$ cat src/rtl/whack_pkg.sv
// Shared types and constants for the whack-a-mole game core.
package whack_pkg;

  typedef enum logic [2:0] {
    ST_IDLE,
    ST_SPAWN,
    ST_UP,
    ST_GAP,
    ST_DONE
  } state_t;

  // Mole up-time in ms ticks, indexed by latched difficulty.
  localparam int unsigned UP_MS [4] = '{1000, 750, 500, 250};
  localparam int unsigned GAP_MS     = 200;
  localparam int unsigned MS_PER_SEC = 1000;
  localparam logic [15:0] LFSR_SEED  = 16'hACE1;

endpackage

$ cat src/rtl/whack_lfsr.sv
// Free-running 16-bit Fibonacci LFSR (taps 16,14,13,11) used to pick mole holes.
module whack_lfsr
  import whack_pkg::*;
(
  input  logic        clk,
  input  logic        rst_n,
  output logic [15:0] value
);

  always_ff @(posedge clk or negedge rst_n) begin
    if (!rst_n) begin
      value <= LFSR_SEED;
    end else begin
      value <= {value[14:0], value[15] ^ value[13] ^ value[12] ^ value[10]};
    end
  end

endmodule

$ cat src/rtl/whack_game_core.sv
// Whack-a-mole round controller: ms prescaler, round timer, mole FSM and scoring.
// Handshake-free: start is a 1-cycle pulse, pause/tap are levels sampled every clk.
module whack_game_core
  import whack_pkg::*;
#(
  parameter int N_HOLES   = 8,
  parameter int TICK_DIV  = 100000,
  parameter int ROUND_SEC = 30,
  parameter int SCORE_W   = 12
) (
  input  logic               clk,
  input  logic               rst_n,
  input  logic               start,
  input  logic               pause,
  input  logic [1:0]         difficulty,
  input  logic [N_HOLES-1:0] tap,
  output logic [N_HOLES-1:0] holes,
  output logic [SCORE_W-1:0] score,
  output logic [5:0]         time_left,
  output logic               running,
  output logic               game_over,
  output state_t             dbg_state
);

  localparam int PW = (TICK_DIV > 1) ? $clog2(TICK_DIV) : 1;

  logic [15:0]        lfsr_value;
  logic               lfsr_unused;
  state_t             state;
  logic [PW-1:0]      presc;
  logic [9:0]         ms_cnt;
  logic [9:0]         phase_cnt;
  logic [1:0]         diff_q;
  logic [3:0]         prev_idx;
  logic [N_HOLES-1:0] tap_q;

  logic               active;
  logic               ms_tick;
  logic               sec_wrap;
  logic               expire;
  logic               live;
  logic               hit;
  logic               wrong;
  logic [N_HOLES-1:0] tap_rise;
  logic [3:0]         raw_idx;
  logic [3:0]         spawn_idx;

  whack_lfsr u_lfsr (
    .clk   (clk),
    .rst_n (rst_n),
    .value (lfsr_value)
  );

  assign lfsr_unused = ^lfsr_value[15:4];
  assign dbg_state   = state;

  always_comb begin
    active    = (state == ST_SPAWN) || (state == ST_UP) || (state == ST_GAP);
    ms_tick   = active && !pause && (presc == PW'(TICK_DIV - 1));
    sec_wrap  = ms_tick && (ms_cnt == 10'(MS_PER_SEC - 1));
    expire    = sec_wrap && (time_left == 6'd1);
    tap_rise  = tap & ~tap_q;
    live      = (state == ST_UP) && !pause;
    hit       = live && |(tap_rise & holes);
    wrong     = live && |(tap_rise & ~holes);
    raw_idx   = 4'(32'(lfsr_value[3:0]) % N_HOLES);
    // Never light the same hole twice in a row.
    spawn_idx = (raw_idx == prev_idx) ? 4'((32'(raw_idx) + 1) % N_HOLES) : raw_idx;
  end

  always_ff @(posedge clk or negedge rst_n) begin
    if (!rst_n) begin
      state     <= ST_IDLE;
      holes     <= '0;
      score     <= '0;
      time_left <= 6'(ROUND_SEC);
      running   <= 1'b0;
      game_over <= 1'b0;
      presc     <= '0;
      ms_cnt    <= '0;
      phase_cnt <= '0;
      diff_q    <= '0;
      prev_idx  <= '0;
      tap_q     <= '0;
    end else begin
      tap_q     <= tap;
      game_over <= 1'b0;
      if (active && !pause) begin
        presc <= (presc == PW'(TICK_DIV - 1)) ? '0 : presc + PW'(1);
      end
      if (start) begin
        state     <= ST_SPAWN;
        diff_q    <= difficulty;
        score     <= '0;
        time_left <= 6'(ROUND_SEC);
        presc     <= '0;
        ms_cnt    <= '0;
        phase_cnt <= '0;
        holes     <= '0;
        running   <= 1'b1;
      end else begin
        // A hit wins over a simultaneous wrong tap.
        if (hit) begin
          if (score != '1) score <= score + SCORE_W'(1);
        end else if (wrong && diff_q >= 2'd2 && score != '0) begin
          score <= score - SCORE_W'(1);
        end
        if (ms_tick) ms_cnt <= sec_wrap ? '0 : ms_cnt + 10'd1;
        if (sec_wrap) time_left <= time_left - 6'd1;

        if (expire) begin
          state     <= ST_DONE;
          holes     <= '0;
          running   <= 1'b0;
          game_over <= 1'b1;
        end else begin
          case (state)
            ST_SPAWN: begin
              holes     <= N_HOLES'(1) << spawn_idx;
              prev_idx  <= spawn_idx;
              phase_cnt <= '0;
              state     <= ST_UP;
            end
            ST_UP: begin
              if (hit || (ms_tick && phase_cnt == 10'(UP_MS[diff_q] - 1))) begin
                holes     <= '0;
                phase_cnt <= '0;
                state     <= ST_GAP;
              end else if (ms_tick) begin
                phase_cnt <= phase_cnt + 10'd1;
              end
            end
            ST_GAP: begin
              if (ms_tick) begin
                if (phase_cnt == 10'(GAP_MS - 1)) begin
                  phase_cnt <= '0;
                  state     <= ST_SPAWN;
                end else begin
                  phase_cnt <= phase_cnt + 10'd1;
                end
              end
            end
            default: ;
          endcase
        end
      end
    end
  end

endmodule
$ cat config.mk
export PLATFORM = sky130hd
export DESIGN_NAME = whack_game_core
export DESIGN_NICKNAME = d
export VERILOG_FILES = /design/src/rtl/whack_pkg.sv /design/src/rtl/whack_lfsr.sv /design/src/rtl/whack_game_core.sv
export SDC_FILE = /design/constraint.sdc
export NUM_CORES = 1
export LEC_CHECK = 0
export BUFFER_PORTS_ARGS = -buffer_cell sky130_fd_sc_hd__buf_2
export CAP_MARGIN = 20
export CORE_ASPECT_RATIO = 0.8
export CORE_MARGIN = 2
export CORE_UTILIZATION = 42
export CTS_CLUSTER_DIAMETER = 120
export DETAILED_ROUTE_END_ITERATION = 6
export PLACE_DENSITY = 0.71
export SYNTH_ARGS = -nofsm -noshare
export SYNTH_HDL_FRONTEND = slang
export SYNTH_SLANG_ARGS = --single-unit
$ cat constraint.sdc
create_clock -name clk -period 5.8 [get_ports clk]
set_input_delay 0.87 -clock clk [delete_from_list [all_inputs] [get_ports clk]]
set_output_delay 0.87 -clock clk [all_outputs]
set_load 0.005 [all_outputs]
## Yosys cells after proc, flatten, opt, wreduce, memory -nomap -nowiden

Index checks and enable logic that the tools add are counted.

- Flip-flop bits (word level): 98
- Word-level logic and storage cells: 119
- Output and inout port bits: 31
- Bits of input ports: 14

- Mux-type cells: 37
- Bitwise operators: 11
- Add/subtract/negate cells: 8
- Reductions and logical operators: 30
- Shifts and indexed selects: 1
- $lt $le $gt $ge: 2
- Eq/ne operators: 17

Operators by type and width:

| operator | count |
|---|---|
| $mux 10 | 11 |
| $bmux 32 s2 | 1 |
| $mux 17 | 3 |
| $mux 12 | 4 |
| $pmux 10 s3 | 1 |
| $and 8x8->8 | 3 |
| $mux 8 | 3 |
| $add 10x1->10 const B | 2 |
| $mux 3 | 6 |
| $add 17x1->17 const B | 1 |
| $eq 17x17->1 const B | 1 |
| $not 8->8 | 2 |
| $pmux 8 s2 | 1 |
| $reduce_or 8->1 | 2 |
| $add 12x1->12 const B | 1 |
| $mux 6 | 2 |
| $ne 12x12->1 const B | 1 |
| $ne 4x3->1 const B | 3 |
| $reduce_bool 12->1 | 1 |
| $sub 12x1->12 const B | 1 |
| $eq 10x10->1 | 1 |
| $eq 10x10->1 const B | 1 |
| $eq 10x8->1 const B | 1 |
| $logic_and 1x1->1 | 10 |
| other kinds (28) | 43 |

## Depth between registers and ports, before layout

Gate-level depths: netlist (run 1).

- Word-level depth: 12
- Gate-level depth with buffers: 13
- Depth with buffers taken out: 13

## Cells and area by module

Synthesis (run 1) repeated with hierarchy kept, for this count alone.

- Cells, all modules: 545
- Area, all modules: 5,343.9 um^2

Modules (own cells, without submodules):

| module | seq. area each (um^2) | times used | area each (um^2) | cells each |
|---|---|---|---|---|
| whack_game_core | 2,031.9 | 1 | 4,907.2 | 526 |
| whack_lfsr | 410.4 | 1 | 436.7 | 19 |

## Least setup slack after synthesis (run 1)

OpenSTA, ideal clock, no wires.

- Kind: input -> register
- Start: input tap[1]
- End: register score[11]
- Data required time: 5.680 ns
- Path slack: 2.162 ns
- Buffers on the path: 0
- Stages: 13
- Library setup time: 0.120 ns
- Arrival: 3.518 ns
- Path through: nand3b_1 > nand4_1 > o21bai_1 > nor3b_1 > inv_1 > ha_1 > a211oi_1 > o21a_1 > nor3_1 > o31ai_1 > xor2_1 > a21oi_1 > a31o_2

- Cells in the longest elaborated chain, start to end: 8
- Elaborated cells on any way between the ends: 14
- Those cells by class: eq/ne: 1; mux: 2; bitwise: 3; reduce/logical: 8

RTL lines:

| what | line | source |
|---|---|---|
| start, declared | whack_game_core.sv:16 | `input logic [N_HOLES-1:0] tap,` |
| $and 8x8->8 (*) | whack_game_core.sv:62 | `tap_rise = tap & ~tap_q;` |
| $and 8x8->8 | whack_game_core.sv:65 | `wrong = live && \|(tap_rise & ~holes);` |
| $reduce_or 8->1 | whack_game_core.sv:65 |  |
| $logic_and 1x1->1 | whack_game_core.sv:65 |  |
| $logic_and 1x1->1 (2 in series) | whack_game_core.sv:105 | `end else if (wrong && diff_q >= 2'd2 && score != '0) begin` |
| $reduce_bool 3->1 (no source line) | - |  |
| $reduce_and 2->1 (no source line) | - |  |
| end signal, assigned | whack_game_core.sv:104 | `if (score != '1) score <= score + SCORE_W'(1);` |
| end signal, assigned | whack_game_core.sv:106 | `score <= score - SCORE_W'(1);` |
| end, declared | whack_game_core.sv:18 | `output logic [SCORE_W-1:0] score,` |

Mark *: on every way between the ends. The rest lies on a longest branch, timed or not.
A chain may end at the register's enable or synchronous reset.

## Worst setup path after layout (run 1)

- Start: input tap[0]
- End: register score[11]

Same word-level chain as after synthesis.

==> results of run 1 <==
[path summary, 6_finish.rpt]
check	start	endpoint	slack [ps]	depth (start not counted)
min in group asynchronous	rst_n	holes[7]$_DFFE_PN0P_	530	1
max in group asynchronous	rst_n	phase_cnt[1]$_DFFE_PN0P_	4230	2
worst max-delay path	tap[0]	score[11]$_DFFE_PN0P_	1820	14
worst min register to register	u_lfsr.value[3]$_DFF_PN0_	u_lfsr.value[4]$_DFF_PN0_	340	0
worst max register to register	dbg_state[1]$_DFFE_PN0P_	score[11]$_DFFE_PN0P_	1910	11
worst min-delay path	u_lfsr.value[3]$_DFF_PN0_	u_lfsr.value[4]$_DFF_PN0_	340	0
[critical path, stage by stage]
cell and delay, ps:
buf_2 100, nand3b_1 110, nand4_1 120, o21bai_1 120, nor3b_1 590, inv_1 390, ha_1 400, a211oi_1 400
o21a_1 210, nor3_1 70, o31ai_1 300, xor2_1 210, a21oi_1 90, a31o_2 230
[per-layer routing]
metal | up-vias | part of all wire [%] | wire, um
li1 | 1920 | - | -
met1 | 1995 | 48 | 5360
met2 | 91 | 47 | 5210
met3 | 9 | 4.5 | 501
met4 | 0 | 0.80 | 89
met5 | - | 0 | 0
[cell families (layout without fill, tap and decap cells)]
logic type      Yosys count  count (layout)  synth area share (%)
simple gates            214             214                  23.8
compound gates          103             103                  13.7
flops                    97              97                  47.7
xor+xnor                 30              30                  5.13
buf+inv                  25              71                  2.13
fa+ha+maj                18              18                  4.55
mux                      15              15                  3.05
[registers in the layout, indices dropped and copies added (netlist names), 2 cells and up]
register / flops
prev_idx: 3
tap_q: 8
score: 12
ms_cnt: 10
presc: 17
holes: 8
diff_q: 2
time_left: 6
u_lfsr.value: 16
dbg_state: 3
phase_cnt: 10
[power groups by stage]
stage               Clock [mW]  Sequential [mW]  Combinational, mW
floorplan                    0            0.749              0.224
finish                   0.635            0.751              0.297
CTS                      0.654            0.750              0.298
detailed placement           0            0.761              0.296
global placement             0            0.760              0.285
global route             0.678            0.756              0.335
[cells in the mapped netlist (4+ instances only)]
cell type | count | share of area [%]
a22o_1 | 13 | 2.2
o31ai_1 | 6 | 0.88
o21ai_0 | 27 | 2.6
or3_1 | 7 | 0.86
nor3_1 | 17 | 1.7
ha_1 | 17 | 4.2
dfrtp_1 | 85 | 42
nor2_1 | 47 | 3.4
mux2i_1 | 10 | 2.0
nor3b_1 | 10 | 1.5
nand3b_1 | 12 | 1.8
nor4b_1 | 6 | 1.0
a21o_1 | 6 | 0.88
inv_1 | 9 | 0.66
nor4_1 | 8 | 0.98
buf_2 | 6 | 0.59
xnor2_1 | 14 | 2.4
mux2_2 | 4 | 0.88
nand3_1 | 12 | 1.2
o2bb2a_1 | 4 | 0.78
nand4_1 | 11 | 1.3
nor2b_1 | 7 | 0.86
nor4bb_1 | 5 | 0.98
nand2_1 | 34 | 2.5
a21oi_1 | 24 | 2.3
dfstp_2 | 12 | 6.2
xor2_1 | 16 | 2.7
and3_1 | 12 | 1.5
clkbuf_1 | 7 | 0.51
o21bai_1 | 6 | 0.88
nand2b_1 | 7 | 0.86
[stage by stage]
step | setup WS [ps] | instance area, um^2
5_1_grt | 1470 | 5790
6_report | 1820 | 5790
2_1_floorplan | 2160 | 5120
4_1_cts | 1860 | 5790
3_5_place_dp | 1510 | 5470
3_3_place_gp | 1710 | 5470
[area by class of cell]
class | instances | area, um^2 | area share, %
timing repair buffer | 46 | 238 | 4.10
clock buffer | 10 | 229 | 3.95
sequential | 97 | 2440 | 42.2
multi-input combinational | 380 | 2570 | 44.4
tap | 152 | 190 | 3.28
inverter | 9 | 33.8 | 0.583
clock inverter | 6 | 90.1 | 1.56
==> out/metrics.cfg, run 1 <==
[run_status]
outcome=completed

[worst_setup_path]
crit_path_max_fanout=11
crit_arrival_ps=4210
endpoint_kind=flop
start_kind=primary input
required_ps=6030
path_class=in -> reg

[floorplanning]
start_util_pct=42.6
die-area_mm2=0.0131
rows=36
coreArea_mm2=0.0120
pin_count=45
die_y_um=103
die_width_um=127

[timing]
clock_skew_ps=8.42
rsz0062_at_grt=false
relSlewSlack_pct=39.9
setup_violations=0
hold_violations=0
fin_tns_setup_ps=0
min_period_ps=3980
worstMarginPinSlew_ps=898
slew_violations=0
whs_ps=345
fin_crit_sh_pct=68.7
fmax_mhz=251

[global_route]
grt_max_degree=50
antenna_found_initial=0
grt_use_total_pct=18.1
grt-ovfl-total=0
grt_use_met2_pct=28.9
grt_pass1_wl_mm=19.1
grt.met3_usage_pct=3.27
busiest_layer=met2
grt_pass1_vias=3829
use_met1_pct=25.5

[cells_and_area]
final_common_cell=dfrtp_1
area_growth_syn_to_layout_pct=13.1
fin_cells=700
antenna_cells=0
final_nets=575
layout_common_cells=dfrtp_1, nor2_1, buf_2
drive_above_1_share_pct=16.8
fillers=1057
final_core_util_pct=48.2

[power]
p_leak_nw=2.55
switching_power_mw=0.471
clockPowerShare_pct=37.7
switching_share_pct=28.0
peakVddDrop_mv=0.157
comb_power_share_pct=17.6
p_seq_share_pct=44.6
powerDensity_mw_per_mm2=290
power_mw=1.68
intPower_mw=1.21

[clocking]
clockRootBuffer=clkbuf_16
ctsLongestPathBuffers=2
cts_num_sinks=97
htree_levels=3
cts_setup_buffers=0
clk_latency_ps=340
numCtsBuffers=9
clkTransAtPathRegs_ps=70
hold_buffers=0
cts_tree=done
ctsResizeCount=0

[drt]
drc_errors=0
viasPerCell=5.74
drt-wirelength-per-cell_um=16.0
ant_nets=0
num_vias=4015
routed_wl_mm=11.2
firstDrtPassIters=4
drtIter0Drc=259

[placement]
gp_congestion=0.828
port_buffers=44
post-place-cells=684
hpwl_mm=7.83

[synth]
ys_ff_latch=97
netlist_area_mm2=0.00512
netlist_instances=502
synth_fp_nets=534
async_reset_ff_share_pct=100
yosysSeqAreaShare_pct=47.7
synth-main-ff-cell=dfrtp_1
yosys_warnings=0
syn_avg_cell_area_um2=10.2
synth_cell_types=60
synth_edf_count=0

[run]
maxCapViolCount=0

[min_path]
hp-class=reg -> reg

(Power assumes the default switching activity.)
==> run 2, diff against run 1 <==
- clock period: 5.8 -> 4 ns (I/O delays scaled with it)
==> run 2 against run 1 <==
  * First-iteration DRC count increased by 24%
  * Core utilization is essentially flat
  * Final area hardly changed
  * Combinational power grew 46%
  * Non-clock buffer count rose by 4
  * Critical path depth decreased by 3
  * Clock-buffer cell count rose by 1
  * Final cell count is 0.57% higher
  * Register-to-register slack worse by 1200 ps
  * Wire length is 2.1% lower
  * Clock power is 27% higher
  * Critical endpoint unchanged
  * Largest power group unchanged
==> out/metrics.cfg, run 2 (synthesis gave the netlist of run 1 again) <==
[floorplanning]
die-area_mm2=0.0131  ; unchanged
die_width_um=127  ; unchanged
start_util_pct=42.6  ; unchanged
pin_count=45  ; unchanged
coreArea_mm2=0.0120  ; unchanged
die_y_um=103  ; unchanged
rows=36  ; unchanged

[global_route]
grt-ovfl-total=0  ; unchanged
busiest_layer=met2
use_met1_pct=24.6  ; -0.91 points
grt_use_met2_pct=26.2  ; -2.7 points
antenna_found_initial=0  ; unchanged
grt_pass1_wl_mm=18.0  ; -5.6%
grt_pass1_vias=3616  ; -5.6%
grt_use_total_pct=17.4  ; -0.67 points
grt_max_degree=86  ; +72%
grt.met3_usage_pct=5.19  ; +1.9 points

[power]
switching_power_mw=0.683  ; +45%
p_seq_share_pct=46.7  ; +2.1 points
intPower_mw=1.65  ; +36%
peakVddDrop_mv=0.191  ; +22%
powerDensity_mw_per_mm2=402  ; +39%
p_leak_nw=2.56  ; +0.39%
comb_power_share_pct=18.6  ; +1.0 points
switching_share_pct=29.3  ; +1.3 points
clockPowerShare_pct=34.7  ; -3.0 points
power_mw=2.33  ; +39%

[drt]
ant_nets=0  ; unchanged
drc_errors=0  ; unchanged
viasPerCell=5.62  ; -2.1%
num_vias=3953  ; -1.5%
drt-wirelength-per-cell_um=15.5  ; -2.6%
drtIter0Drc=321  ; +24%
routed_wl_mm=10.9  ; -2.1%
firstDrtPassIters=4  ; unchanged

[cells_and_area]
drive_above_1_share_pct=17.4  ; +0.60 points
final_nets=579  ; +0.70%
area_growth_syn_to_layout_pct=13.2  ; about the same
fillers=1098  ; +3.9%
layout_common_cells=dfrtp_1, nor2_1, buf_2
multiInputGateArea_mm2=0.00257  ; unchanged
largest_register=presc
antenna_cells=0  ; unchanged
fin_cells=704  ; +0.57%
final_common_cell=dfrtp_1
largest_register_ffs=17  ; unchanged
ff_latch_area_mm2=0.00244  ; unchanged
top_regs=presc x17, u_lfsr.value x16, score x12

[clocking]
clkTransAtPathRegs_ps=70  ; about the same
cts_setup_buffers=0  ; unchanged
hold_buffers=0  ; unchanged
cts_num_sinks=97  ; unchanged
ctsResizeCount=0  ; unchanged
clk_latency_ps=350  ; about the same
ctsLongestPathBuffers=2  ; unchanged
cts_tree=done
numCtsBuffers=9  ; unchanged
htree_levels=3  ; unchanged
clockRootBuffer=clkbuf_16

[placement]
post-place-cells=687  ; +0.44%
place_ws_ps=533  ; -975 ps
port_buffers=44  ; unchanged
hpwl_mm=7.62  ; -2.7%
gp_congestion=0.811  ; -2.0%

[timing]
fin_crit_sh_pct=81.8
clock_skew_ps=8.37  ; -0.0536 ps
slew_violations=0  ; unchanged
hold_violations=0  ; unchanged
relSlewSlack_pct=42.8  ; +2.9 points
fin_tns_setup_ps=0  ; unchanged
fmax_mhz=306
min_period_ps=3270
rsz0062_at_grt=false
worstMarginPinSlew_ps=851  ; -46.4 ps
whs_ps=83.3  ; -261 ps
worst_slack_ps=729  ; -1090 ps
setup_violations=0  ; unchanged

[worst_setup_path]
r2r_end=score[11]$_DFFE_PN0P_
worst-r2r-cell-count=11  ; unchanged
rr_startpoint=dbg_state[1]$_DFFE_PN0P_
required_ps=4240  ; -1790 ps
crit_path_max_fanout=11  ; unchanged
path_class=reg -> reg
crit_arrival_ps=3510  ; -700 ps
start_kind=flop
r2r_setup_slack_ps=730  ; -1180 ps
endpoint_kind=flop

[run_status]
outcome=completed

[run]
maxCapViolCount=0  ; unchanged

[min_path]
hp-class=in -> async

==> run 2: cell count changes in the layout (fill, tap and decap cells not counted) <==
cell,before,now
clkbuf_8,0,1
bufinv_16,2,0
clkinv_2,1,3
inv_6,1,0
buf_4,3,6
buf_16,0,1
==> run 2: layout make-up <==
| type | instances | area share (%) |
|---|---|---|
| well taps | 152 | 3.28 |
| repair buffers | 50 | 4.96 |
| multi-input cells | 380 | 44.3 |
| clock buffers | 11 | 4.19 |
| inverters | 9 | 0.583 |
| flip-flops and latches | 97 | 42.1 |
| clock inverters | 5 | 0.540 |
==> run 2: worst max-delay path by stage <==
stage,from,end,slack (ps),cells after the start
floorplan,tap[1],score[11]$_DFFE_PN0P_,630,13
global placement,tap[0],score[11]$_DFFE_PN0P_,600,14
detailed placement,tap[0],score[11]$_DFFE_PN0P_,530,14
CTS,dbg_state[1]$_DFFE_PN0P_,score[11]$_DFFE_PN0P_,730,11
global route,dbg_state[1]$_DFFE_PN0P_,score[11]$_DFFE_PN0P_,320,11
finish,dbg_state[1]$_DFFE_PN0P_,score[11]$_DFFE_PN0P_,730,11
==> run 2: per-layer routing <==
metal	share of wire [%]	routed length [um]	up-vias
li1	-	-	1926
met1	49	5340	1937
met2	45	4930	78
met3	4.6	498	12
met4	1.6	170	0
met5	0	0	-
==> run 2: power by group through the flow <==
stage | sequential [mW] | clock [mW] | combinational [mW]
floorplan | 1.09 | 0 | 0.325
global placement | 1.10 | 0 | 0.419
detailed placement | 1.10 | 0 | 0.430
CTS | 1.09 | 0.833 | 0.434
global route | 1.10 | 0.871 | 0.491
finish | 1.09 | 0.809 | 0.434
==> run 2: critical path: stages, from the launching register on <==
cell	delay, ps
dfrtp_1	490
nor2b_1	370
nor3b_1	310
inv_1	260
ha_1	360
a211oi_1	310
o21a_1	190
nor3_1	60
o31ai_1	280
xor2_1	220
a21oi_1	90
a31o_2	210
==> run 2: stage by stage <==
step	utilization [%]	instance area, um^2
detailed placement	45.7	5500
finish	48.2	5800
global route	48.2	5800
global placement	45.7	5500
CTS	48.0	5770
floorplan	-	5120
==> run 3, diff against run 2 <==
- ABC_AREA: unset -> 1
- PLACE_DENSITY: 0.71 -> 0.73
- clock period: 4 -> 2.65 ns (I/O delays scaled with it)
==> run 3 against run 2 <==
  * Sequential cell count unchanged
  * Clock skew is 0.81 ps lower
  * Worst setup slack worse by 530 ps
  * Hold slack worse by 2.1 ps
  * Synthesized area rose by 10%
  * Core utilization increased by 1.1 points
  * Synthesized cell count grew 43%
  * Largest power group unchanged
==> out/metrics.cfg, run 3 <==
[synth]
synth.top_cells.by_area=dfrtp_1, nand2_1, dfstp_2, nand3_1, nor2_1
netlist_instances=719  ; +43%
synth-main-ff-cell=dfrtp_1
yosys_warnings=0  ; unchanged
synth_cell_types=47  ; -22%
synth_fp_nets=751  ; +41%
synth_top_area_share_pct=37.6  ; -3.9 points
yosysMostFrequentCell=nand2_1
synth_common_cells=nand2_1, dfrtp_1, nor2_1
netlist_area_mm2=0.00565  ; +10%
async_reset_ff_share_pct=100  ; unchanged
synth_edf_count=0  ; unchanged
ys_ff_latch=97  ; unchanged
yosysSeqAreaShare_pct=43.2  ; -4.5 points
yosysTopAreaCell=dfrtp_1
syn_avg_cell_area_um2=7.86  ; -23%

[cells_and_area]
top_regs=presc x17, u_lfsr.value x16, score x12
area_growth_syn_to_layout_pct=13.5
drive_above_1_share_pct=16.0  ; -1.4 points
final_common_cell=nand2_1
largest_register=presc
layout_common_cells=nand2_1, dfrtp_1, nor2_1
antenna_cells=0  ; unchanged
final_nets=803  ; +39%
largest_register_ffs=17  ; unchanged

[timing]
worstMarginPinSlew_ps=655  ; -196 ps
slew_violations=0  ; unchanged
whs_ps=81.2  ; -2.10 ps
fmax_mhz=408  ; +33%
relSlewSlack_pct=56.3  ; +14 points
fin_tns_setup_ps=0  ; unchanged
fin_crit_sh_pct=92.6  ; +11 points
rsz0062_at_grt=false
setup_violations=0  ; unchanged
min_period_ps=2450  ; -817 ps
clock_skew_ps=7.56  ; -0.810 ps
hold_violations=0  ; unchanged

[worst_setup_path]
rr_startpoint=dbg_state[2]$_DFFE_PN0P_
r2r_end=score[10]$_DFFE_PN0P_
crit_arrival_ps=2690  ; -820 ps
cp_cell_sequence=nor2_2 -> nand2_2 -> nor2_4 -> nand2_4 -> buf_4 -> ha_1 -> inv_1 -> nor3_1 -> nand3_1 -> nand3_1 -> xor2_1 -> nor2_1 -> nand2_1 -> nand2_1
start_kind=flop
required_ps=2890  ; -1350 ps
crit_path_max_fanout=12  ; +1
slowest_stage=dfrtp_1
endpoint_kind=flop
critPathMaxStageDelay_ps=420  ; -70 ps
r2r_setup_slack_ps=200  ; -530 ps
path_delay_family=simple AND/OR/NAND/NOR gates
worst-r2r-cell-count=14  ; +3
path_class=reg -> reg
worst-path-buf-inv=2  ; +1

[power]
p_leak_nw=3.22  ; +26%
p_seq_share_pct=37.5  ; -9.2 points
comb_power_share_pct=34.2  ; +16 points
switching_power_mw=1.73  ; +150%
powerDensity_mw_per_mm2=725  ; +80%
switching_share_pct=37.2  ; +7.9 points
peakVddDrop_mv=0.381  ; +99%
clockPowerShare_pct=28.4  ; -6.3 points
intPower_mw=2.92  ; +77%

[drt]
drt-wirelength-per-cell_um=13.3  ; -15%
num_vias=4869  ; +23%
routed_wl_mm=12.6  ; +15%
firstDrtPassIters=6  ; +2
viasPerCell=5.12  ; -8.8%
drtIter0Drc=285  ; -11%
drc_errors=0  ; unchanged
ant_nets=0  ; unchanged

[clocking]
clk_latency_ps=350  ; about the same
cts_tree=done
cts_setup_buffers=0  ; unchanged
clockRootBuffer=clkbuf_16
cts_num_sinks=97  ; unchanged
htree_levels=3  ; unchanged
clkTransAtPathRegs_ps=70  ; about the same
hold_buffers=0  ; unchanged
numCtsBuffers=9  ; unchanged
ctsLongestPathBuffers=2  ; unchanged

[floorplanning]
coreArea_mm2=0.0130  ; +8.2%
die_y_um=108  ; +4.9%
rows=37  ; +2.8%
die-area_mm2=0.0144  ; +10%
die_width_um=134  ; +4.9%
pin_count=45  ; unchanged
start_util_pct=43.5  ; +0.89 points

[global_route]
grt_pass1_vias=4414  ; +22%
grt-ovfl-total=0  ; unchanged
grt_max_degree=51  ; -41%
grt_pass1_wl_mm=21.3  ; +18%
antenna_found_initial=0  ; unchanged
grt_use_total_pct=18.3  ; +0.83 points

[run]
maxCapViolCount=0  ; unchanged

[placement]
port_buffers=44  ; unchanged
hpwl_mm=9.12  ; +20%
gp_congestion=0.927  ; +14%

[run_status]
outcome=completed

[min_path]
hp-class=in -> async

## run 3: changes by cell type in the layout (fill, tap and decap cells not counted), moves of 12 or more
cell / delta
nand2_1: +150
a22o_1: -13
nand3_1: +50
and3_1: -12
inv_1: +63
nor2_1: +27
## run 3: routing by layer
layer	wire length, um	vias up	GRT usage, %
li1	-	2465	-
met1	6580	2246	27.1
met2	5260	140	27.4
met3	629	18	3.34
met4	141	0	4.79
met5	0	-	0
## run 3: worst max-delay path by stage
stage	end	start	cells after the start
after CTS	score[10]$_DFFE_PN0P_	dbg_state[2]$_DFFE_PN0P_	14
final	score[10]$_DFFE_PN0P_	dbg_state[2]$_DFFE_PN0P_	14
after global placement	score[8]$_DFFE_PN0P_	tap[7]	15
after detailed placement	score[8]$_DFFE_PN0P_	tap[6]	15
after floorplan	score[8]$_DFFE_PN0P_	holes[0]$_DFFE_PN0P_	14
after global routing	score[10]$_DFFE_PN0P_	holes[6]$_DFFE_PN0P_	15
## run 3: kinds of logic after synthesis
group                      Yosys count  share of synthesized area, %
and+or+nand+nor                    395                          32.2
DFF                                 97                          43.2
buffers and inverters               92                          6.57
AOI/OAI and AO/OA                   86                          9.07
xor gates and xnor gates            31                          4.80
adders and majority gates           18                          4.12
## run 3: cell type report
| cell class | instances | area, um^2 |
|---|---|---|
| Fill cell | 1200 | 6590 |
| Multi-Input combinational cell | 530 | 2850 |
| Sequential cell | 97 | 2440 |
| Timing Repair Buffer | 54 | 310 |
| Inverter | 79 | 298 |
| Clock buffer | 10 | 229 |
| Tap cell | 175 | 219 |
| Clock inverter | 6 | 67.6 |
## run 3: per-stage QoR
stage | util [%] | cell area [um^2] | power (mW) | setup slack (ps) | cells
4_1_cts | 49.2 | 6410 | 4.65 | 217 | 951
2_1_floorplan | - | 5650 | 2.92 | 401 | 719
6_report | 49.3 | 6410 | 4.65 | 196 | 951
3_3_place_gp | 47.0 | 6110 | 3.31 | 189 | 935
3_5_place_dp | 47.0 | 6110 | 3.31 | 156 | 935
5_1_grt | 49.3 | 6410 | 4.97 | 10.3 | 951
## run 3: worst reg2reg max path: stages, from the launching register on
cell	delay [ps]
dfrtp_1	420
nor2_2	150
nand2_2	100
nor2_4	120
nand2_4	110
buf_4	210
ha_1	350
inv_1	110
nor3_1	240
nand3_1	100
nand3_1	110
xor2_1	140
nor2_1	50
nand2_1	70
nand2_1	50
## run 3: repair_timing
action | in CTS | in global routing
resized for setup | 0 | 2
endpoints found under the setup margin | 0 | 2
endpoints found under the hold margin | 0 | 0
## run 3: power by group through the flow
stage | sequential, mW | clock, mW | combinational, mW
4_1_cts | 1.74 | 1.35 | 1.56
5_1_grt | 1.76 | 1.41 | 1.80
3_3_place_gp | 1.77 | 0 | 1.54
3_5_place_dp | 1.77 | 0 | 1.54
2_1_floorplan | 1.75 | 0 | 1.16
6_report | 1.74 | 1.32 | 1.59
